===== src/rtl/ndn_spi_slave_if.sv =====
// rtl/ndn_spi_slave_if.sv - SPI wire pins plus the parallel RX/TX packet ports of the NDN link endpoint.
interface ndn_spi_slave_if #(
  parameter int META_W   = 8,
  parameter int PREFIX_W = 64,
  parameter int DATA_W   = 256
);
  logic                cs;
  logic                mosi;
  logic                miso;
  logic                RX_valid;
  logic [META_W-1:0]   packet_meta_data;
  logic [PREFIX_W-1:0] packet_prefix;
  logic [DATA_W-1:0]   packet_data;
  logic                TX_valid;
  logic                TX_ready;
  logic [META_W-1:0]   packet_meta_data_input;
  logic [PREFIX_W-1:0] packet_prefix_input;
  logic [DATA_W-1:0]   packet_data_input;

  modport slave (
    input  cs, mosi, TX_valid, packet_meta_data_input, packet_prefix_input, packet_data_input,
    output miso, RX_valid, packet_meta_data, packet_prefix, packet_data, TX_ready
  );

  modport master (
    output cs, mosi, TX_valid, packet_meta_data_input, packet_prefix_input, packet_data_input,
    input  miso, RX_valid, packet_meta_data, packet_prefix, packet_data, TX_ready
  );
endinterface


===== src/rtl/ndn_spi_slave.sv =====
// rtl/ndn_spi_slave.sv - NDN SPI endpoint: independent mosi deserialiser and miso serialiser, one bit per clk.
// Optional packet counters enabled by defining NDN_SPI_PKT_CNT_EN.
module ndn_spi_slave #(
  parameter int META_W   = 8,
  parameter int PREFIX_W = 64,
  parameter int DATA_W   = 256
) (
  input  logic clk,
  input  logic rst,
  ndn_spi_slave_if.slave bus
`ifdef NDN_SPI_PKT_CNT_EN
  ,
  output logic [15:0] rx_pkt_count,
  output logic [15:0] tx_pkt_count
`endif
);
  localparam int MAX_W = (DATA_W > PREFIX_W) ? ((DATA_W > META_W) ? DATA_W : META_W)
                                             : ((PREFIX_W > META_W) ? PREFIX_W : META_W);
  localparam int CNT_W    = $clog2(MAX_W);
  localparam int TYPE_BIT = 6;

  typedef enum logic [1:0] {RX_IDLE, RX_META, RX_PREFIX, RX_DATA} rx_state_e;
  typedef enum logic [2:0] {TX_IDLE, TX_START, TX_META, TX_PREFIX, TX_DATA} tx_state_e;

  rx_state_e           rx_state_q, rx_state_d;
  logic [CNT_W-1:0]    rx_cnt_q, rx_cnt_d;
  logic [META_W-1:0]   rx_meta_sr_q, rx_meta_sr_d;
  logic [PREFIX_W-1:0] rx_prefix_sr_q, rx_prefix_sr_d;
  logic [DATA_W-1:0]   rx_data_sr_q, rx_data_sr_d;
  logic                rx_done;
  logic                rx_valid_q;
  logic [META_W-1:0]   meta_out_q;
  logic [PREFIX_W-1:0] prefix_out_q;
  logic [DATA_W-1:0]   data_out_q;

  tx_state_e           tx_state_q, tx_state_d;
  logic [CNT_W-1:0]    tx_cnt_q, tx_cnt_d;
  logic [META_W-1:0]   tx_meta_sr_q, tx_meta_sr_d;
  logic [PREFIX_W-1:0] tx_prefix_sr_q, tx_prefix_sr_d;
  logic [DATA_W-1:0]   tx_data_sr_q, tx_data_sr_d;
  logic                tx_int_q, tx_int_d;
  logic                miso_q, miso_d;
  logic                tx_last;

  // The completing edge is also the one that samples the final bit, so outputs take the _d shift values.
  always_comb begin
    rx_state_d     = rx_state_q;
    rx_cnt_d       = rx_cnt_q;
    rx_meta_sr_d   = rx_meta_sr_q;
    rx_prefix_sr_d = rx_prefix_sr_q;
    rx_data_sr_d   = rx_data_sr_q;
    rx_done        = 1'b0;
    case (rx_state_q)
      RX_IDLE: begin
        if (!bus.mosi) begin
          rx_state_d = RX_META;
          rx_cnt_d   = CNT_W'(META_W - 1);
        end
      end
      RX_META: begin
        rx_meta_sr_d = {rx_meta_sr_q[META_W-2:0], bus.mosi};
        rx_cnt_d     = rx_cnt_q - 1'b1;
        if (rx_cnt_q == '0) begin
          rx_state_d = RX_PREFIX;
          rx_cnt_d   = CNT_W'(PREFIX_W - 1);
        end
      end
      RX_PREFIX: begin
        rx_prefix_sr_d = {rx_prefix_sr_q[PREFIX_W-2:0], bus.mosi};
        rx_cnt_d       = rx_cnt_q - 1'b1;
        if (rx_cnt_q == '0) begin
          if (rx_meta_sr_q[TYPE_BIT]) begin
            rx_state_d = RX_IDLE;
            rx_done    = 1'b1;
          end else begin
            rx_state_d = RX_DATA;
            rx_cnt_d   = CNT_W'(DATA_W - 1);
          end
        end
      end
      RX_DATA: begin
        rx_data_sr_d = {rx_data_sr_q[DATA_W-2:0], bus.mosi};
        rx_cnt_d     = rx_cnt_q - 1'b1;
        if (rx_cnt_q == '0) begin
          rx_state_d = RX_IDLE;
          rx_done    = 1'b1;
        end
      end
      default: rx_state_d = RX_IDLE;
    endcase
    if (bus.cs) begin
      rx_state_d = RX_IDLE;
      rx_done    = 1'b0;
    end
  end

  always_ff @(posedge clk) begin
    if (!rst) begin
      rx_state_q     <= RX_IDLE;
      rx_cnt_q       <= '0;
      rx_meta_sr_q   <= '0;
      rx_prefix_sr_q <= '0;
      rx_data_sr_q   <= '0;
      rx_valid_q     <= 1'b0;
      meta_out_q     <= '0;
      prefix_out_q   <= '0;
      data_out_q     <= '0;
    end else begin
      rx_state_q     <= rx_state_d;
      rx_cnt_q       <= rx_cnt_d;
      rx_meta_sr_q   <= rx_meta_sr_d;
      rx_prefix_sr_q <= rx_prefix_sr_d;
      rx_data_sr_q   <= rx_data_sr_d;
      rx_valid_q     <= rx_done;
      if (rx_done) begin
        meta_out_q   <= rx_meta_sr_q;
        prefix_out_q <= rx_prefix_sr_d;
        data_out_q   <= rx_meta_sr_q[TYPE_BIT] ? '0 : rx_data_sr_d;
      end
    end
  end

  // miso is registered: each edge drives the MSB of the active field, and START already emits meta MSB.
  always_comb begin
    tx_state_d     = tx_state_q;
    tx_cnt_d       = tx_cnt_q;
    tx_meta_sr_d   = tx_meta_sr_q;
    tx_prefix_sr_d = tx_prefix_sr_q;
    tx_data_sr_d   = tx_data_sr_q;
    tx_int_d       = tx_int_q;
    miso_d         = miso_q;
    tx_last        = 1'b0;
    case (tx_state_q)
      TX_IDLE: begin
        miso_d = 1'b1;
        if (bus.TX_valid) begin
          tx_state_d     = TX_START;
          tx_meta_sr_d   = bus.packet_meta_data_input;
          tx_prefix_sr_d = bus.packet_prefix_input;
          tx_data_sr_d   = bus.packet_data_input;
          tx_int_d       = bus.packet_meta_data_input[TYPE_BIT];
          miso_d         = 1'b0;
        end
      end
      TX_START: begin
        miso_d       = tx_meta_sr_q[META_W-1];
        tx_meta_sr_d = {tx_meta_sr_q[META_W-2:0], 1'b0};
        tx_state_d   = TX_META;
        tx_cnt_d     = CNT_W'(META_W - 2);
      end
      TX_META: begin
        miso_d       = tx_meta_sr_q[META_W-1];
        tx_meta_sr_d = {tx_meta_sr_q[META_W-2:0], 1'b0};
        tx_cnt_d     = tx_cnt_q - 1'b1;
        if (tx_cnt_q == '0) begin
          tx_state_d = TX_PREFIX;
          tx_cnt_d   = CNT_W'(PREFIX_W - 1);
        end
      end
      TX_PREFIX: begin
        miso_d         = tx_prefix_sr_q[PREFIX_W-1];
        tx_prefix_sr_d = {tx_prefix_sr_q[PREFIX_W-2:0], 1'b0};
        tx_cnt_d       = tx_cnt_q - 1'b1;
        if (tx_cnt_q == '0) begin
          if (tx_int_q) begin
            tx_state_d = TX_IDLE;
            tx_last    = 1'b1;
          end else begin
            tx_state_d = TX_DATA;
            tx_cnt_d   = CNT_W'(DATA_W - 1);
          end
        end
      end
      TX_DATA: begin
        miso_d       = tx_data_sr_q[DATA_W-1];
        tx_data_sr_d = {tx_data_sr_q[DATA_W-2:0], 1'b0};
        tx_cnt_d     = tx_cnt_q - 1'b1;
        if (tx_cnt_q == '0) begin
          tx_state_d = TX_IDLE;
          tx_last    = 1'b1;
        end
      end
      default: tx_state_d = TX_IDLE;
    endcase
    if (bus.cs) begin
      tx_state_d = TX_IDLE;
      miso_d     = 1'b1;
      tx_last    = 1'b0;
    end
  end

  always_ff @(posedge clk) begin
    if (!rst) begin
      tx_state_q     <= TX_IDLE;
      tx_cnt_q       <= '0;
      tx_meta_sr_q   <= '0;
      tx_prefix_sr_q <= '0;
      tx_data_sr_q   <= '0;
      tx_int_q       <= 1'b0;
      miso_q         <= 1'b1;
    end else begin
      tx_state_q     <= tx_state_d;
      tx_cnt_q       <= tx_cnt_d;
      tx_meta_sr_q   <= tx_meta_sr_d;
      tx_prefix_sr_q <= tx_prefix_sr_d;
      tx_data_sr_q   <= tx_data_sr_d;
      tx_int_q       <= tx_int_d;
      miso_q         <= miso_d;
    end
  end

  assign bus.miso             = miso_q;
  assign bus.TX_ready         = (tx_state_q == TX_IDLE);
  assign bus.RX_valid         = rx_valid_q;
  assign bus.packet_meta_data = meta_out_q;
  assign bus.packet_prefix    = prefix_out_q;
  assign bus.packet_data      = data_out_q;

`ifdef NDN_SPI_PKT_CNT_EN
  logic [15:0] rx_pkt_cnt_q, tx_pkt_cnt_q;

  always_ff @(posedge clk) begin
    if (!rst) begin
      rx_pkt_cnt_q <= '0;
      tx_pkt_cnt_q <= '0;
    end else begin
      if (rx_done) rx_pkt_cnt_q <= rx_pkt_cnt_q + 16'd1;
      if (tx_last) tx_pkt_cnt_q <= tx_pkt_cnt_q + 16'd1;
    end
  end

  assign rx_pkt_count = rx_pkt_cnt_q;
  assign tx_pkt_count = tx_pkt_cnt_q;
`endif
endmodule

===== src/flat_wrapper.sv =====
// flat-port wrapper written by rule: the top's interface ports become plain ports
module ndn_spi_slave_flat 
#(
  parameter int META_W   = 8,
  parameter int PREFIX_W = 64,
  parameter int DATA_W   = 256
)
  (clk, rst, bus_cs, bus_mosi, bus_TX_valid, bus_packet_meta_data_input, bus_packet_prefix_input, bus_packet_data_input, bus_miso, bus_RX_valid, bus_packet_meta_data, bus_packet_prefix, bus_packet_data, bus_TX_ready);
  ndn_spi_slave_if #(.META_W(META_W), .PREFIX_W(PREFIX_W), .DATA_W(DATA_W)) bus_i ();
  input  logic clk;
  input  logic rst;
  input wire logic [$bits(bus_i.cs)-1:0] bus_cs;
  input wire logic [$bits(bus_i.mosi)-1:0] bus_mosi;
  input wire logic [$bits(bus_i.TX_valid)-1:0] bus_TX_valid;
  input wire logic [$bits(bus_i.packet_meta_data_input)-1:0] bus_packet_meta_data_input;
  input wire logic [$bits(bus_i.packet_prefix_input)-1:0] bus_packet_prefix_input;
  input wire logic [$bits(bus_i.packet_data_input)-1:0] bus_packet_data_input;
  output wire logic [$bits(bus_i.miso)-1:0] bus_miso;
  output wire logic [$bits(bus_i.RX_valid)-1:0] bus_RX_valid;
  output wire logic [$bits(bus_i.packet_meta_data)-1:0] bus_packet_meta_data;
  output wire logic [$bits(bus_i.packet_prefix)-1:0] bus_packet_prefix;
  output wire logic [$bits(bus_i.packet_data)-1:0] bus_packet_data;
  output wire logic [$bits(bus_i.TX_ready)-1:0] bus_TX_ready;
  assign bus_i.cs = bus_cs;
  assign bus_i.mosi = bus_mosi;
  assign bus_i.TX_valid = bus_TX_valid;
  assign bus_i.packet_meta_data_input = bus_packet_meta_data_input;
  assign bus_i.packet_prefix_input = bus_packet_prefix_input;
  assign bus_i.packet_data_input = bus_packet_data_input;
  assign bus_miso = bus_i.miso;
  assign bus_RX_valid = bus_i.RX_valid;
  assign bus_packet_meta_data = bus_i.packet_meta_data;
  assign bus_packet_prefix = bus_i.packet_prefix;
  assign bus_packet_data = bus_i.packet_data;
  assign bus_TX_ready = bus_i.TX_ready;
  ndn_spi_slave #(.META_W(META_W), .PREFIX_W(PREFIX_W), .DATA_W(DATA_W)) u_core (.clk(clk), .rst(rst), .bus(bus_i));
endmodule

===== config.mk =====
export PLATFORM = sky130hd
export DESIGN_NAME = ndn_spi_slave_flat
export DESIGN_NICKNAME = d
export VERILOG_FILES = /design/src/rtl/ndn_spi_slave_if.sv /design/src/rtl/ndn_spi_slave.sv /design/src/flat_wrapper.sv
export SDC_FILE = /design/constraint.sdc
export NUM_CORES = 2
export LEC_CHECK = 0
export ABC_CLOCK_PERIOD_IN_PS = 2400
export CORE_ASPECT_RATIO = 1.1
export CORE_MARGIN = 8
export CORE_UTILIZATION = 30
export DETAILED_ROUTE_END_ITERATION = 10
export SLEW_MARGIN = 25
export SYNTH_ARGS = -nofsm -noshare
export SYNTH_HDL_FRONTEND = slang
export SYNTH_SLANG_ARGS = --single-unit

===== constraint.sdc =====
create_clock -name clk -period 2.4 [get_ports clk]
set_input_delay 0.48 -clock clk [delete_from_list [all_inputs] [get_ports clk]]
set_output_delay 0.48 -clock clk [all_outputs]
set_load 0.1 [all_outputs]

**After elaboration in Yosys (flattened, before gate mapping)**

Index checks and enable logic that the tools add are counted.

- Register bits: 1008
- Input bits: 333
- Output and inout port bits: 331
- Logic and storage cells: 88

- Add/subtract/negate cells: 2
- Equality and inequality tests: 15
- Mux-type cells: 37
- Bitwise logic cells: 1
- Reduce and logical (&&, ||, !) cells: 17

Operators by type and width:

| kind | number |
|---|---|
| 256-bit 2-to-1 mux | 3 |
| 256-bit case mux with 2 select lines | 1 |
| 64-bit 2-to-1 mux | 2 |
| 64-bit case mux with 2 select lines | 1 |
| 8-bit 2-to-1 mux | 8 |
| 8-bit case mux with 4 select lines | 2 |
| 8-bit logical NOT | 2 |
| 8-bit case mux with 2 select lines | 1 |
| 8-bit by 1-bit subtractor with 8-bit output, second input constant | 2 |
| 3-bit 2-to-1 mux | 5 |
| 3-bit case mux with 5 select lines | 1 |
| 2-bit by 1-bit inequality test with 1-bit output, second input constant | 6 |
| 2-bit 2-to-1 mux | 5 |
| 2-bit case mux with 4 select lines | 1 |
| 2-bit AND reduction | 4 |
| 4-bit AND reduction | 2 |
| 4-bit nonzero test | 2 |
| 3-bit by 2-bit equality test with 1-bit output, second input constant | 2 |
| 2-bit nonzero test | 3 |
| 1-bit 2-to-1 mux | 5 |
| 2-bit equality test, second input constant | 2 |
| 2-bit inequality test, second input constant | 2 |
| 1-bit case mux with 4 select lines | 1 |
| 2-bit OR reduction | 2 |
| 7 further kinds | 7 |

**Logic depth before layout (Yosys ltp)**

- Depth after elaboration: 4
- Gate-level depth with buffers: 9
- Mapped depth without buffers: 6

**Worst setup path after synthesis**

OpenSTA, ideal clock, no wires.

- Kind: register to register
- Start point: register u_core.tx_state_q[1]
- End point: register u_core.tx_cnt_q[7]
- Library setup time: 92 ps
- Arrival time: 3468 ps
- Data required time: 2308 ps
- Path slack: -1160 ps
- Cell stages (with the launch flop): 7
- Buffers on the path: 2
- Clock period less this slack: 3560 ps
- Cells stage by stage: dfxtp_1 > clkbuf_1 > buf_1 > nor3_1 > nor2_1 > a21o_1 > o32ai_1

- Cells in the longest elaborated chain, start to end: 2
- Elaborated cells between the ends (all ways): 6
- Those cells by class: eq/ne: 4; mux: 1; reduce/logical: 1

RTL lines:

| element | RTL line | text |
|---|---|---|
| from (decl) | ndn_spi_slave.sv:36 | `tx_state_e tx_state_q, tx_state_d;` |
| from (signal assigned) | ndn_spi_slave.sv:202 | `tx_state_q <= tx_state_d;` |
| 3-bit equality test (tied with other cells) | -- |  |
| 8-bit case mux with 4 select lines / 4-bit nonzero test (equally long branches) | -- |  |
| to (signal assigned) | ndn_spi_slave.sv:203 | `tx_cnt_q <= tx_cnt_d;` |
| to (decl) | ndn_spi_slave.sv:37 | `logic [CNT_W-1:0] tx_cnt_q, tx_cnt_d;` |

Several ways; a longest one is shown, not always the timed one.
A chain may end at the register's enable or synchronous reset.

**Worst setup path in the final report**

- Start point: register u_core.rx_cnt_q[0]
- End point: register u_core.prefix_out_q[39] (netlist: u_core.bus.packet_prefix[39])

- Cells in the longest elaborated chain, start to end: 4
- Elaborated cells between the ends (all ways): 5
- Those cells by class: mux: 4; reduce/logical: 1

RTL lines:

| element | RTL line | text |
|---|---|---|
| from (decl) | ndn_spi_slave.sv:26 | `logic [CNT_W-1:0] rx_cnt_q, rx_cnt_d;` |
| from (signal assigned) | ndn_spi_slave.sv:110 | `rx_cnt_q <= rx_cnt_d;` |
| 8-bit logical NOT (*) | ndn_spi_slave.sv:71, ndn_spi_slave.sv:84 |  |
| 1-bit 2-to-1 mux, on equally long branches | ndn_spi_slave.sv:84, ndn_spi_slave.sv:71 |  |
| 1-bit case mux with 2 select lines (*) | ndn_spi_slave.sv:53 | `case (rx_state_q)` |
| 1-bit 2-to-1 mux (*) | ndn_spi_slave.sv:91 | `if (bus.cs) begin` |
| to (signal assigned) | ndn_spi_slave.sv:117 | `prefix_out_q <= rx_prefix_sr_d;` |
| to (decl) | ndn_spi_slave.sv:33 | `logic [PREFIX_W-1:0] prefix_out_q;` |

Mark *: on every way between the ends. The rest lies on a longest branch, timed or not.

==> flow_metrics.tcl <==
set metrics [dict create \
    whs_path_depth 3 \
    critPathMaxFanout 80 \
    core.rowCount 137 \
    ir_drop_mv 0.6160 \
    status "finished, final reports clean" \
    timing.slew.headroom 0.5795 \
    cp.required_ps 2990 \
    grt_pass1_vias 30830 \
    die_x_um 356.5 \
    start_kind "register" \
    syn_nets 4688 \
    dr.pass1.iters 5 \
    antenna_found_initial 16 \
    start_util 0.3021 \
    vias 31440 \
    worst-path-stages 6 \
    worst-path-buf-inv 2 \
    r2r_slack_ps 80 \
    max_stage_delay_ps 550 \
    syn-cell-area_sq_um 38270 \
    hold_viol_final 0 \
    endpoint_kind "register" \
    clockBufferDepth 3 \
    synth.avg_cell_area_sq_um 8.795 \
    drcViolationCount 0 \
    synthArstFlopShare 0 \
    critPathKind "register to register" \
    setup_viol 0 \
    final_common_cell "dfxtp_1" \
    report.final.slew_viol_count 0 \
    coreArea_sq_um 126700 \
    fin_crit_sh 0.9658 \
    drt_iter0_drc 1758 \
    fin_total_pwr_mw 36.59 \
    clk_latency_ps 720 \
    ios 664 \
    syn_to_final_growth_pct 30.70 \
    p_leak_nw 22.71 \
    dieHeight_um 390.6 \
    grt_max_degree 109 \
    clkTransAtPathRegs_ps 70 \
    post-place-ws_ps -98.06 \
    wl_per_cell_um 17.09 \
    cts_buffers 105 \
    hold_path.class "input pin to register" \
    antenna_left 0 \
    htree_levels 3 \
    yosysUniqueCellTypes 58 \
    drive_gt1_frac 0.1315 \
    final_core_util 0.3948 \
    critical_path.top_delay_family "simple AND/OR/NAND/NOR gates" \
    worstMarginPinSlew_ps 630.8 \
    syn-instance-count 4351 \
    ys_warn_count 0 \
    place.detailed.hpwl_um 80240 \
    crit_chain "inv_1, ha_1, or3b_2, or4_4, buf_12, o31ai_1" \
    ys_seq_elements 1008 \
    cellPowerDensity_nw_per_um2 731.6 \
    maxCapViolCount 0 \
    period_minus_slack_ps 2318 \
    finalNonFillerCells 6658 \
    cts_sinks 1008 \
    seq_area_frac_synth 0.5274 \
    grt_first_pass_wirelength_um 174900 \
    cp_slowest_cell "or4_4" \
    numPlacedInstances 6451 \
    worst_slack_ps 82.02 \
    die_area_sq_um 139200 \
    ff2ff_path_depth 6 \
    via_per_inst 4.722 \
    gp_congestion 0.8206 \
    drt-total-wl_um 113800 \
    tritoncts "yes" \
    fillers 12680 \
    cts-root-buf "clkbuf_16" \
    worstPathArrival_ps 2900 \
    fin_nets 5230 \
    grt-ovfl-total 0 \
    fmax_mhz 431.4 \
    track_usage 0.1545 \
    synth_edf_count 0 \
    synth_top_flop_cell "dfxtp_1" \
    finClkSkew_ps 54.23 \
    portBuffers 663 \
    final_cell_mix "dfxtp_1 (1006), nand2_1 (885), buf_4 (400)" \
]
## tightest hold or removal path, cell delays in order
cell and delay (ps):
buf_8 190, nand2b_1 120, inv_1 40
## metrics by stage
stage	TNS, ps	hold WS [ps]	area, sq um
3_3_place_gp	-0.05485	439.1	46260
4_1_cts	0	82.60	49960
5_1_grt	-9.234	145.8	50010
6_report	0	170.4	50010
2_1_floorplan	0	436.0	38280
3_5_place_dp	-4844	442.6	46260
## area by class of cell
cell class / count / area [sq um] / share of cell area
sequential: 1008 / 20180 / 0.4035
multi-input combinational: 2735 / 15750 / 0.3149
timing repair buffer: 780 / 7292 / 0.1458
clock buffer: 159 / 3171 / 0.06339
tap: 1668 / 2087 / 0.04173
inverter: 263 / 994.7 / 0.01989
clock inverter: 36 / 515.5 / 0.01031
antenna: 9 / 22.52 / 0.0004503
## Yosys cell counts (all sizes together) (3+ instances only)
cell | number | share of area
a311oi | 262 | 0.060
mux2i | 323 | 0.084
nand2 | 887 | 0.087
or3b | 3 | 0.00069
nand3b | 3 | 0.00059
nand2b | 262 | 0.043
nor4 | 4 | 0.00082
a221oi | 3 | 0.00069
or4 | 3 | 0.00069
a31oi | 8 | 0.0013
o32ai | 3 | 0.00069
clkbuf | 260 | 0.026
nor2b | 3 | 0.00049
a21oi | 86 | 0.011
nand3 | 78 | 0.010
nor2 | 345 | 0.034
buf | 87 | 0.012
inv | 263 | 0.026
nor3 | 10 | 0.0013
dfxtp | 1008 | 0.53
mux2 | 5 | 0.0015
o31ai | 64 | 0.013
o21ai | 273 | 0.036
ha | 4 | 0.0013
nor3b | 4 | 0.00078
a22oi | 64 | 0.013
## sequential cells by signal, indices dropped and copies added, names as in the netlist, 2 cells and up
signal / count
u_core.bus.packet_data: 256
u_core.bus.packet_meta_data: 8
u_core.bus.packet_prefix: 64
u_core.rx_cnt_q: 8
u_core.rx_data_sr_q: 256
u_core.rx_meta_sr_q: 8
u_core.rx_prefix_sr_q: 64
u_core.rx_state_q: 2
u_core.tx_cnt_q: 8
u_core.tx_data_sr_q: 256
u_core.tx_meta_sr_q: 8
u_core.tx_prefix_sr_q: 64
u_core.tx_state_q: 3
## cells by family (layout without fill, tap and decap cells)
family	count (synthesis)	after routing	share of synthesized area
AND/OR/NAND/NOR	1613	1615	0.1815
flip-flops	1008	1008	0.5274
AO/OA/AOI/OAI	784	784	0.1393
buffers and inverters	610	1238	0.06370
multiplexers	328	328	0.08596
adder cells (fa/ha/maj)	4	4	0.001308
XOR/XNOR	4	4	0.0009157
other	0	9	0
## layer usage
metal / global-route usage / up-vias / wire, um
met5: 0 / - / 57
met1: 0.1777 / 14910 / 45970
li1: - / 15720 / -
met3: 0.03522 / 175 / 6019
met2: 0.2743 / 633 / 57680
met4: 0.06570 / 10 / 4056
## repair_timing
item	CTS	global route
resized for setup	2	3
hold buffers	0	0
pin swaps	1	1
hold endpoints to repair	0	0
buffers inserted	1	0
gates cloned	0	2
setup endpoints to repair	1	12
## power breakdown
group	switching, mW	internal (mW)	total [mW]
combinational	1.15	1.06	2.22
sequential	0.219	17.1	17.3
clock	7.08	9.96	17.0
## final timing paths
| check | to | startpoint |
|---|---|---|
| min reg2reg | u_core.rx_meta_sr_q[4] | u_core.rx_meta_sr_q[3] |
| min | u_core.rx_data_sr_q[190] | rst |
| max reg2reg | u_core.bus.packet_prefix[39] | u_core.rx_cnt_q[0] |
| max | u_core.bus.packet_prefix[39] | u_core.rx_cnt_q[0] |
(Power assumes the default switching activity.)
